File: src/rtl/iomem_timer.sv
// iomem bus responder hosting a prescaled 32-bit down-counter with auto-reload
// and a level interrupt. Only requests inside its own 256-byte window are acknowledged.
module iomem_timer #(
  parameter logic [31:0] BASE_ADDR   = 32'h0300_0000,
  parameter int unsigned WAIT_STATES = 0
) (
  input  logic        clk,
  input  logic        reset,
  input  logic        iomem_valid,
  output logic        iomem_ready,
  input  logic [3:0]  iomem_wstrb,
  input  logic [31:0] iomem_addr,
  input  logic [31:0] iomem_wdata,
  output logic [31:0] iomem_rdata,
  output logic        irq
);

  localparam logic [7:0] OFF_CTRL  = 8'h00;
  localparam logic [7:0] OFF_LOAD  = 8'h04;
  localparam logic [7:0] OFF_COUNT = 8'h08;
  localparam logic [7:0] OFF_STAT  = 8'h0C;
  localparam logic [7:0] OFF_PRESC = 8'h10;

  localparam logic [3:0] WAIT_INIT = (WAIT_STATES == 0) ? 4'd0 : 4'(WAIT_STATES - 1);

  typedef enum logic [1:0] {
    ST_IDLE,
    ST_WAIT,
    ST_ACK
  } state_t;

  state_t      state_q, state_d;
  logic [3:0]  wait_cnt_q, wait_cnt_d;

  logic [2:0]  ctrl_q, ctrl_d;
  logic [31:0] load_q, load_d;
  logic [31:0] count_q, count_d;
  logic        expired_q, expired_d;
  logic [15:0] presc_q, presc_d;
  logic [15:0] presc_cnt_q, presc_cnt_d;

  logic        sel;
  logic        bus_write;
  logic        wr_ctrl, wr_load, wr_count, wr_stat, wr_presc;
  logic [2:0]  ctrl_sw;
  logic        tick;
  logic        tick_eff;
  logic [31:0] rdata_mux;

  function automatic logic [31:0] merge_bytes(input logic [31:0] cur,
                                              input logic [31:0] wd,
                                              input logic [3:0]  strb);
    logic [31:0] res;
    res = cur;
    for (int i = 0; i < 4; i++) begin
      if (strb[i]) res[i*8 +: 8] = wd[i*8 +: 8];
    end
    return res;
  endfunction

  assign sel = (iomem_addr[31:8] == BASE_ADDR[31:8]);

  // IDLE -> WAIT (skipped when WAIT_STATES is 0) -> ACK -> IDLE; ACK always returns to IDLE,
  // so a requester still holding valid after its acknowledge never sees two consecutive readies.
  always_comb begin
    state_d    = state_q;
    wait_cnt_d = wait_cnt_q;
    case (state_q)
      ST_IDLE: begin
        if (iomem_valid && sel) begin
          if (WAIT_STATES == 0) begin
            state_d = ST_ACK;
          end else begin
            state_d    = ST_WAIT;
            wait_cnt_d = WAIT_INIT;
          end
        end
      end
      ST_WAIT: begin
        if (wait_cnt_q == 4'd0) state_d = ST_ACK;
        else                    wait_cnt_d = wait_cnt_q - 4'd1;
      end
      ST_ACK:  state_d = ST_IDLE;
      default: state_d = ST_IDLE;
    endcase
  end

  assign iomem_ready = (state_q == ST_ACK);
  assign bus_write   = (state_q == ST_ACK) && iomem_valid && (iomem_wstrb != 4'b0000);

  always_comb begin
    wr_ctrl  = 1'b0;
    wr_load  = 1'b0;
    wr_count = 1'b0;
    wr_stat  = 1'b0;
    wr_presc = 1'b0;
    if (bus_write) begin
      case (iomem_addr[7:0])
        OFF_CTRL:  wr_ctrl  = 1'b1;
        OFF_LOAD:  wr_load  = 1'b1;
        OFF_COUNT: wr_count = 1'b1;
        OFF_STAT:  wr_stat  = 1'b1;
        OFF_PRESC: wr_presc = 1'b1;
        default:   ;
      endcase
    end
  end

  // Software writes are applied first; the timer tick then sees the post-write CTRL,
  // so clearing en in the same cycle as a tick suppresses that tick entirely.
  always_comb begin
    ctrl_sw     = (wr_ctrl && iomem_wstrb[0]) ? iomem_wdata[2:0] : ctrl_q;
    load_d      = wr_load ? merge_bytes(load_q, iomem_wdata, iomem_wstrb) : load_q;
    presc_d     = presc_q;
    if (wr_presc) begin
      if (iomem_wstrb[0]) presc_d[7:0]  = iomem_wdata[7:0];
      if (iomem_wstrb[1]) presc_d[15:8] = iomem_wdata[15:8];
    end

    tick        = ctrl_q[0] && (presc_cnt_q >= presc_q);
    tick_eff    = tick && ctrl_sw[0];

    ctrl_d      = ctrl_sw;
    count_d     = count_q;
    expired_d   = expired_q;
    presc_cnt_d = presc_cnt_q;

    if (ctrl_q[0]) presc_cnt_d = tick ? 16'd0 : presc_cnt_q + 16'd1;
    if (!ctrl_sw[0]) presc_cnt_d = 16'd0;

    if (wr_stat && iomem_wstrb[0] && iomem_wdata[0]) expired_d = 1'b0;

    // Expiry is applied after the W1C so a simultaneous set wins.
    if (tick_eff) begin
      if (count_q != 32'd0) begin
        count_d = count_q - 32'd1;
      end else begin
        expired_d = 1'b1;
        if (ctrl_sw[1]) count_d   = load_q;
        else            ctrl_d[0] = 1'b0;
      end
    end

    if (wr_count) count_d = merge_bytes(count_q, iomem_wdata, iomem_wstrb);
  end

  always_comb begin
    rdata_mux = 32'h0;
    case (iomem_addr[7:0])
      OFF_CTRL:  rdata_mux = {29'h0, ctrl_q};
      OFF_LOAD:  rdata_mux = load_q;
      OFF_COUNT: rdata_mux = count_q;
      OFF_STAT:  rdata_mux = {31'h0, expired_q};
      OFF_PRESC: rdata_mux = {16'h0, presc_q};
      default:   rdata_mux = 32'h0;
    endcase
  end

  assign iomem_rdata = (state_q == ST_ACK) ? rdata_mux : 32'h0;
  assign irq         = expired_q && ctrl_q[2];

  always_ff @(posedge clk) begin
    if (reset) begin
      state_q     <= ST_IDLE;
      wait_cnt_q  <= 4'd0;
      ctrl_q      <= 3'd0;
      load_q      <= 32'd0;
      count_q     <= 32'd0;
      expired_q   <= 1'b0;
      presc_q     <= 16'd0;
      presc_cnt_q <= 16'd0;
    end else begin
      state_q     <= state_d;
      wait_cnt_q  <= wait_cnt_d;
      ctrl_q      <= ctrl_d;
      load_q      <= load_d;
      count_q     <= count_d;
      expired_q   <= expired_d;
      presc_q     <= presc_d;
      presc_cnt_q <= presc_cnt_d;
    end
  end

endmodule
File: config.mk
export PLATFORM = sky130hd
export DESIGN_NAME = iomem_timer
export DESIGN_NICKNAME = d
export VERILOG_FILES = /design/src/rtl/iomem_timer.sv
export SDC_FILE = /design/constraint.sdc
export NUM_CORES = 1
export LEC_CHECK = 0
export BUFFER_PORTS_ARGS = -buffer_cell sky130_fd_sc_hd__buf_2
export CAP_MARGIN = 10
export CORE_MARGIN = 8
export CORE_UTILIZATION = 51
export CTS_BUF_LIST = sky130_fd_sc_hd__clkbuf_16
export CTS_CLUSTER_DIAMETER = 30
export DETAILED_ROUTE_END_ITERATION = 7
export PLACE_DENSITY_LB_ADDON = 0.05
export SLEW_MARGIN = 40
export SYNTH_ARGS = -nofsm -noshare
export SYNTH_HDL_FRONTEND = slang
export SYNTH_SLANG_ARGS = --single-unit
export TNS_END_PERCENT = 100
File: constraint.sdc
create_clock -name clk -period 2.6 [get_ports clk]
set_clock_uncertainty 0.05 [all_clocks]
set_input_delay 0.13 -clock clk [delete_from_list [all_inputs] [get_ports clk]]
set_output_delay 0.13 -clock clk [all_outputs]
set_load 0.005 [all_outputs]
==> flow_summary.json <==
{
  "ant_nets": 0,
  "cp.arrival_ns": 2.78,
  "synth_top_area_share": 0.333,
  "synth_cells": 808,
  "initial_core_util": 0.515,
  "cp_max_fo": 4,
  "synth_edf_count": 0,
  "critical_path_class": "reg2reg",
  "ys_seq_area_frac": 0.333,
  "muxShareOfSynthArea": 0.0597,
  "die_w_um": 125,
  "finish.utilization": 0.656,
  "mostFrequentLayoutCells": "nor2_1 (136), buf_2 (104), dfxtp_1 (101)",
  "instances_no_fill": 1120,
  "setup_viol": 0,
  "antenna_cells": 0,
  "fp-row-count": 40,
  "nNetsFinal": 1058,
  "clkSinkCount": 101,
  "slew_headroom": 0.641,
  "viasPerCell": 5.85,
  "async_flop_share": 0,
  "io_pins": 105,
  "dp.cells": 1077,
  "r2r_cells": 7,
  "ir_drop_mv": 0.436,
  "ff_latch_area_sq_um": 2020,
  "synth_xor_area_frac": 0.0461,
  "fill_cells": 1089,
  "drc": 0,
  "overflow": 0,
  "synthAdderAreaFrac": 0.0391,
  "slew_violations": 0,
  "hold_depth": 3,
  "vias": 6554,
  "synth-seq-cells": 101,
  "cts_buffer_depth": 2,
  "dr.first_iter.drc_count": 633,
  "worst_pin_slew_ns": 0.539,
  "cts_made_buffers": 9,
  "tritoncts": "built",
  "powerDensity_nw_per_um2": 377,
  "yosysWarningCount": 0,
  "p_leak_nw": 3.19,
  "place_hpwl_mm": 14.3,
  "final.period_utilization": 0.986,
  "status": "finished clean",
  "stdcell_area_sq_um": 7750,
  "grt_max_degree": 50,
  "portBuffers": 104,
  "max_freq_mhz": 390,
  "final.min_clock_period_ns": 2.56,
  "fp.dieH_um": 125,
  "clk_pin_slew_worst_paths_ns": 0.07,
  "drv_cap": 0,
  "grt_pass1_vias": 6601,
  "synth-main-ff-cell": "dfxtp_1",
  "drt_wl_total_mm": 19.5,
  "fin_ws_ns": 0.0372,
  "synth-compound-area-share": 0.204,
  "core_sq_um": 11800,
  "start_kind": "flip-flop",
  "firstDrtPassIters": 5,
  "synth_nets": 898,
  "multi_input_area_sq_um": 3830,
  "critical_path_required_ns": 2.81,
  "die_area_sq_um": 15700,
  "rsz0062_at_grt": "yes",
  "end_kind": "flip-flop",
  "cts_root_buf": "clkbuf_16",
  "grt_pass1_wl_mm": 32.0,
  "grt_usage": 0.246,
  "post-place-ws_ns": 0.0239,
  "htreeDepth": 3,
  "syn-cell-area_sq_um": 6080,
  "synth_top_family_by_area": "simple AND/OR/NAND/NOR gates",
  "drive_gt1_frac": 0.220,
  "synth_area_leaders": "dfxtp_1 (33%), nor2_1 (8.5%), a21oi_1 (5.6%)",
  "hp-class": "in2reg",
  "post_drt_wl_per_cell_um": 17.4,
  "layout_commonest_cell": "nor2_1",
  "place_area_sq_um": 7160,
  "syn_to_final_growth_pct": 27.4,
  "antenna_found_initial": 0,
  "ys_types": 59,
  "synth-simple-area-share": 0.269,
  "gp_congestion": 0.913,
  "clock_latency_ns": 0.36,
  "finalHoldViolations": 0,
  "synth_area_leader_cell": "dfxtp_1",
  "avgSynthCellArea_sq_um": 7.52
}
## stage by stage
stage	hold WS (ns)	power, mW	TNS (ns)
6_report	0.0120	2.92	0
5_1_grt	0.0138	3.00	-0.0748
4_1_cts	0.000575	2.94	0
3_5_place_dp	0.333	1.70	0
3_3_place_gp	0.325	1.69	0
2_1_floorplan	0.218	1.62	0
## state kept, by name (all words and copies together) (netlist names)
name / count
presc_q: 16
presc_cnt_q: 16
state_q: 1
expired_q: 1
count_q: 32
load_q: 32
ctrl_q: 3
## layer usage
layer	vias to the layer above	global-route usage	routed length, um
met5	-	0	0
met4	0	0.0809	389
met3	39	0.0578	1180
met2	223	0.438	9780
met1	3083	0.284	8150
li1	3209	-	-
## power breakdown
part / switching (mW) / leakage [nW] / total [mW] / internal (mW)
Clock: 0.594 / 0.129 / 1.23 / 0.634
Combinational: 0.0734 / 2.25 / 0.145 / 0.0712
Sequential: 0.000000000870 / 0.813 / 1.55 / 1.55
## layout make-up
type | count | area share
Multi-Input combinational cell | 631 | 0.494
Tap cell | 147 | 0.0237
Inverter | 24 | 0.0116
Clock buffer | 9 | 0.0291
Clock inverter | 7 | 0.00452
Sequential cell | 101 | 0.261
Timing Repair Buffer | 201 | 0.176
## synth_stat cells (all sizes together) (2+ instances only)
cell type and n:
a211oi 16, a21oi 68, a22oi 31, a311oi 17
and2 5, and3 7, and4 2, buf 9
clkbuf 42, dfxtp 101, ha 19, inv 24
mux2 2, mux2i 34, nand2 90, nand2b 3
nand3 34, nand3b 2, nand4 13, nor2 137
nor2b 2, nor3 14, nor4 19, o211ai 16
o21ai 26, o31a 2, o31ai 5, or2 2
or3 11, or4 8, xnor2 15, xor2 17
## path summary, 6_finish.rpt
path                                          startpoint                       end  slack [ns]
worst max-delay path            count_q[18]$_SDFFE_PP0P_  count_q[30]$_SDFFE_PP0P_        0.04
worst min-delay path                     iomem_wdata[16]   load_q[16]$_SDFFE_PP0P_        0.01
worst max register to register  count_q[18]$_SDFFE_PP0P_  count_q[30]$_SDFFE_PP0P_        0.04
worst min register to register   presc_q[3]$_SDFFE_PP0P_   presc_q[3]$_SDFFE_PP0P_        0.42
## logic make-up (layout without fill, tap and decap cells)
kind of cell,count (synthesis),in the layout
multiplexers,36,36
AND/OR/NAND/NOR,353,353
XOR/XNOR,32,32
adder cells (fa/ha/maj),19,19
AO/OA/AOI/OAI,191,191
buffers and inverters,76,241
flip-flops,101,101
## timing repair
item,in CTS,in global routing
hold buffers,24,0
pin swaps,1,5
setup endpoints to repair,1,32
resized for setup,1,12
endpoints found under the hold margin,26,0
setup buffers,0,3
## worst max-delay path, stage by stage (launching register included)
cell	delay, ns
dfxtp_1	0.31
or4_4	0.53
or3_4	0.36
or3_4	0.41
mux2i_1	0.15
a21oi_1	0.07
or3_1	0.33
a311oi_2	0.26
No activity file was read; power rests on OpenSTA's default activity.
